### src/rtl/serial_flow_alu.sv
// Bit-serial add/subtract unit: LSB-first operand streams, one-cycle result latency,
// per-word carry/borrow and zero flags with a word_done strobe.
module serial_flow_alu #(
  parameter  int WORD_W = 8,
  localparam int CNT_W  = $clog2(WORD_W)
) (
  input  logic clock,
  input  logic reset,
  input  logic line1,
  input  logic line2,
  input  logic valid,
  input  logic mode,
  output logic outp,
  output logic outp_valid,
  output logic overflw,
  output logic zero,
  output logic word_done,
  output logic busy
);

  logic [CNT_W-1:0] cnt;
  logic             c;
  logic             m;
  logic             za;

  logic first_bit;
  logic last_bit;
  logic me;
  logic ci;
  logic s;
  logic co;
  logic za_eff;

  // Mode and carry-in come straight from the port / zero on the first bit,
  // so a new word never depends on the previous one.
  always_comb begin
    first_bit = (cnt == '0);
    last_bit  = (cnt == CNT_W'(WORD_W - 1));
    me        = first_bit ? mode : m;
    ci        = first_bit ? 1'b0 : c;
    s         = line1 ^ line2 ^ ci;
    if (me)
      co = (~line1 & line2) | (~(line1 ^ line2) & ci);
    else
      co = (line1 & line2) | (ci & (line1 ^ line2));
    za_eff    = (first_bit | za) & ~s;
  end

  always_ff @(posedge clock) begin
    if (reset) begin
      cnt        <= '0;
      c          <= 1'b0;
      m          <= 1'b0;
      za         <= 1'b0;
      outp       <= 1'b0;
      outp_valid <= 1'b0;
      overflw    <= 1'b0;
      zero       <= 1'b0;
      word_done  <= 1'b0;
    end else begin
      outp_valid <= valid;
      word_done  <= 1'b0;
      if (valid) begin
        outp <= s;
        c    <= co;
        za   <= za_eff;
        if (first_bit)
          m <= mode;
        if (last_bit) begin
          cnt       <= '0;
          overflw   <= co;
          zero      <= za_eff;
          word_done <= 1'b1;
        end else begin
          cnt <= cnt + 1'b1;
        end
      end
    end
  end

  assign busy = (cnt != '0);

endmodule
### config.mk
export PLATFORM = sky130hd
export DESIGN_NAME = serial_flow_alu
export DESIGN_NICKNAME = d
export VERILOG_FILES = /design/src/rtl/serial_flow_alu.sv
export SDC_FILE = /design/constraint.sdc
export NUM_CORES = 1
export LEC_CHECK = 0
export ABC_AREA = 0
export CAP_MARGIN = 10
export CORE_AREA = 2 2 39 41
export DETAILED_ROUTE_END_ITERATION = 10
export DIE_AREA = 0 0 41 43
export PLACE_DENSITY = 0.69
export SLEW_MARGIN = 20
export SYNTH_ARGS = -nofsm -noshare
export SYNTH_HDL_FRONTEND = slang
export SYNTH_SLANG_ARGS = --single-unit
export TNS_END_PERCENT = 5
### constraint.sdc
create_clock -name clock -period 2 [get_ports clock]
set_input_delay 0.3 -clock clock [delete_from_list [all_inputs] [get_ports clock]]
set_output_delay 0.3 -clock clock [all_outputs]
set_load 0.02 [all_outputs]
# After elaboration in Yosys (flattened, before gate mapping)
# Cells that the tools add are included.
dict set report op_classes {
  add_sub_neg 1
  n_eq_ne 1
  muxes 5
  n_bitwise 14
  reduce_logical 4
}
# operator count
set ops {}
lappend ops {{AND 1 bit} 5}
lappend ops {{2-to-1 mux 1 bit} 4}
lappend ops {{NOT 1 bit} 4}
lappend ops {{adder 3 x 1 -> 3 bit, second input constant} 1}
lappend ops {{equality test 3 bit, second input constant} 1}
lappend ops {{zero test 3 bit} 1}
lappend ops {{2-to-1 mux 3 bit} 1}
lappend ops {{bitwise OR 1 bit} 3}
lappend ops {{nonzero test 3 bit} 1}
lappend ops {{AND reduction 2 bit} 1}
lappend ops {{OR reduction 2 bit} 1}
lappend ops {{XOR 1 bit} 2}
dict set report totals {
  ff_bits 11
  inputBits 6
  output_inout_bits 6
  elab_cells 34
}

# Longest topological paths before layout
dict set report logic_depth {
  word_depth 5
  mapped_depth 8
  depth_no_buf 8
}

# Worst setup path before layout
# No wires, ideal clock.
dict set report synth_timing {
  path_type {register -> register}
  from {register cnt[0]}
  to {register overflw}
  setup_ns 0.096
  arrival_ns 1.691
  required_ns 1.904
  setup_slack_ns 0.213
  path_stages_with_launch 9
  path_buffers 0
  period_less_slack_ns 1.787
  path_cell_list {dfxtp_1 > inv_1 > ha_1 > nand2b_4 > nand2_1 > fa_1 > nand2b_1 > a21boi_4 > o41ai_2}
}
dict set report synth_via {
  elab_chain_cells 5
  word_cells_on_any_way 10
  cone_classes {1 x eq/ne; 3 x mux; 4 x bitwise; 2 x reduce/logical}
}
# item line
set synth_rtl {}
lappend synth_rtl {{from (decl)} 21} ;# logic [CNT_W-1:0] cnt;
lappend synth_rtl {{from (signal assigned)} 75} ;# cnt <= cnt + 1'b1;
lappend synth_rtl {{zero test 3 bit} 37} ;# first_bit = (cnt == '0);
lappend synth_rtl {{2-to-1 mux 1 bit} 40} ;# ci = first_bit ? 1'b0 : c;
lappend synth_rtl {{AND 1 bit (on tied branches)} {45, 43}}
lappend synth_rtl {{bitwise OR 1 bit (on tied branches)} {45, 43}}
lappend synth_rtl {{2-to-1 mux 1 bit} 42} ;# if (me)
lappend synth_rtl {{to (signal assigned)} 71} ;# overflw <= co;
lappend synth_rtl {{to (decl)} 15} ;# output logic overflw,
# Parallel ways exist; a longest one is shown, timed or not.
# A chain may end at the register's enable or synchronous reset.

# Final worst setup path
# Same ends and word-level chain as after synthesis.

==> metrics.md <==
| Metric | Value |
|---|---|
| Outcome | complete, no violations |
| Final count of pins violating max slew | 0 |
| Worst r2r dst | overflw |
| Depth of the worst register-to-register path | 8 |
| WL final | around 960 um |
| Die Wd | 41 um |
| Worst Tran Pin Value | roughly 0.47 ns |
| Core area | 1380 um2 |
| XOR/XNOR share of the synthesized area | 0 |
| Switch share | 0.267 |
| Min-Delay Path Class | reg -> reg |
| Critical path class | reg -> reg |
| Final GP Congestion | about 0.76 |
| Simple-Gate Fraction of Synth Area | 0.192 |
| TritonCTS Buffers | 3 |
| Max Clock Skew | 0.00196 ns |
| Num rows | 14 |
| Grt total ovfl | 0 |
| Reg clk slew, reported paths | roughly 0.07 ns |
| R2r setup slk | 0.14 ns |
| Synth Area in Compound Gates | 0.163 |
| Clock share of power | 0.311 |
| Synth Warn # | 0 |
| Die area | roughly 1800 um2 |
| Fin crit share | 0.929 |
| IO Pins | 12 |
| PnR worst setup slack | between 0.1 and 0.15 ns |
| CTS Sinks | 11 |
| Via count | around 420 |
| Vias in the first global route | roughly 380 |
| Maximum clock rate | roughly 540 MHz |
| Yosys reg bits | 11 |
| Minimum clock period | approximately 1.9 ns |
| Max Cap Violations | 0 |
| Largest family of logic cells by synthesized area | simple AND/OR/NAND/NOR gates |
| Endpoints failing setup | 0 |
| Reg2reg start | cnt[0] |
| Max stage delay on crit path | ~0.40 ns |
| CTS tree | done |
| Ant. Diodes | 0 |
| Area Growth Syn to Fin | 24.8% |
| Commonest non-fill, non-tap cell in the layout | dfxtp_1 |
| Worst skew pair latency | about 0.26 ns |
| Sequential fraction of the synthesis area | 0.383 |
| H-tree levels | 1 |
| First-pass GRT wire length | between 1.5 and 2 mm |
| Initial DRC Count | 5 |
| Hold path depth | 2 |
| Worst path slowest cell | fa_1 |
| Post-route ant nets | 0 |
| Setup crit end | overflw |
| Initial Util | 0.415 |
| Layout cells sized above 1 | 0.129 |
| Die Span Y | 43 um |
| Setup total negative slack | 0 ns |
| DR pass1 iterations | 3 |
| CP Capture Type | register |
| Antenna violations before repair | 0 |
| DR WL/cell | roughly 11 um |
| RSZ-0062 raised after global routing | false |
| Global Route Usage Sum | 0.146 |
| Power Internal | 0.000352 W |
| Post-Syn Area | 574 um2 |
| Pin count of the biggest net entering global routing | 12 |
| Peak VDD IR | 0.403 mV |
| Pwr Density | 670 nW/um2 |
| PortBufs | 11 |
| Post-Synth Adder-Cell Area | 0.135 |
| Cell variety after synth | 23 |
| Setup Fix Bufs, Post-CTS | 0 |
| Worst slew margin | 0.688 |
| Vias/cell | 4.91 |
| Final Hold Fails | 0 |
| Static leakage | around 0.32 nW |
| Setup slack at placement | ~0.065 ns |
| Syn avg cell area | slightly above 10 um2 |
| Mux cell area share after synthesis | 0.0523 |
| Commonest non-fill, non-tap cells in the layout | dfxtp_1 (11), clkdlybuf4s50_1 (10), inv_1 (7) |
| P_sw | 0.000128 W |
| Hpwl dp | 746 um |
| CP Launch Type | register |
| Combinational share of power | 0.197 |
| Post-route DRC | 0 |
| Worst setup startpoint | cnt[0] |
| CP required | between 2 and 2.5 ns |
| Syn Nets | between 60 and 70 |
| Clk buf depth | 2 |
| Flop pwr share | 0.492 |
| CP max FO | 5 |
| Root Driver | clkbuf_4 |
| Syn Inst Count | 57 |
| Cell Chain, Critical Path | inv_1 -> ha_1 -> nand2b_4 -> nand2_1 -> fa_1 -> nand2b_1 -> a21boi_4 -> o41ai_2 |
| Worst path arrival time | between 2 and 2.5 ns |
| Final net count | 82 |
-- metrics by stage --
stage          cell area (um2)  hold slack, ns  total power, W  instances   util
3_5_place_dp               688           0.456        0.000337         82  0.497
2_1_floorplan              574           0.398        0.000308         57      -
5_1_grt                    717           0.499        0.000512         86  0.518
6_report                   717           0.467        0.000481         86  0.518
3_3_place_gp               688           0.450        0.000336         82  0.497
4_1_cts                    714           0.471        0.000489         86  0.516
-- state kept, by name (all words and copies together) (netlist names) --
register,count
outp_valid,1
word_done,1
za,1
cnt,3
c,1
outp,1
overflw,1
m,1
zero,1
-- what timing repair did --
action | in CTS | in global routing
hold buffers | 0 | 0
resized for setup | 0 | 1
endpoints found under the setup margin | 0 | 1
-- synthesized netlist by cell type, drive strengths merged --
| master | instances | area share |
|---|---|---|
| buf | 2 | 0.028 |
| a211o | 1 | 0.015 |
| o41ai | 2 | 0.057 |
| nand2b | 3 | 0.046 |
| ha | 3 | 0.065 |
| inv | 7 | 0.046 |
| nor2 | 6 | 0.039 |
| and2 | 1 | 0.011 |
| fa | 2 | 0.070 |
| nand2 | 6 | 0.052 |
| nor3b | 1 | 0.013 |
| a221oi | 1 | 0.015 |
| a21oi | 3 | 0.033 |
| nand3 | 2 | 0.017 |
| mux2i | 3 | 0.052 |
| dfxtp | 11 | 0.38 |
| o22ai | 1 | 0.011 |
| nand3b | 1 | 0.013 |
| a21boi | 1 | 0.033 |
-- how the worst min path moves through the flow --
stage / start / end / slack, ns
3_3_place_gp: zero / zero / 0.45
4_1_cts: zero / zero / 0.47
5_1_grt: zero / zero / 0.50
2_1_floorplan: reset / overflw / 0.40
6_report: zero / zero / 0.47
3_5_place_dp: zero / zero / 0.46
-- logic make-up after synthesis --
group	count (synthesis)
buffers and inverters	9
muxes	3
AOI/OAI and AO/OA	9
adders and majority gates	5
and+or+nand+nor	20
DFF	11
-- power by group through the flow --
stage	sequential, W	clock (W)	combinational (W)
floorplan	0.000244	0	0.0000642
global placement	0.000241	0	0.0000945
detailed placement	0.000242	0	0.0000956
CTS	0.000237	0.000157	0.0000958
global route	0.000238	0.000170	0.000104
finish	0.000237	0.000150	0.0000945
-- cell type report --
class                           count  area, um2
Tap cell                           16       20.0
Timing Repair Buffer               11        113
Sequential cell                    11        220
Clock buffer                        4       26.3
Multi-Input combinational cell     37        312
Fill cell                         134        667
Inverter                            7       26.3
-- metal layers --
layer,part of all wire,vias to the layer above,global-route usage
met5,0,-,0
met3,0.036,2,0.0628
met1,0.49,198,0.193
met4,0.015,0,0.100
met2,0.46,5,0.184
li1,-,217,-
-- critical path: cells and delay by family, from the launching register on --
family | cells | cell delay (ns)
fa+ha+maj | 2 | 0.63
flops | 1 | 0.38
compound gates | 2 | 0.36
simple gates | 3 | 0.33
buf+inv | 1 | 0.06
No activity file was read; power rests on OpenSTA's default activity.
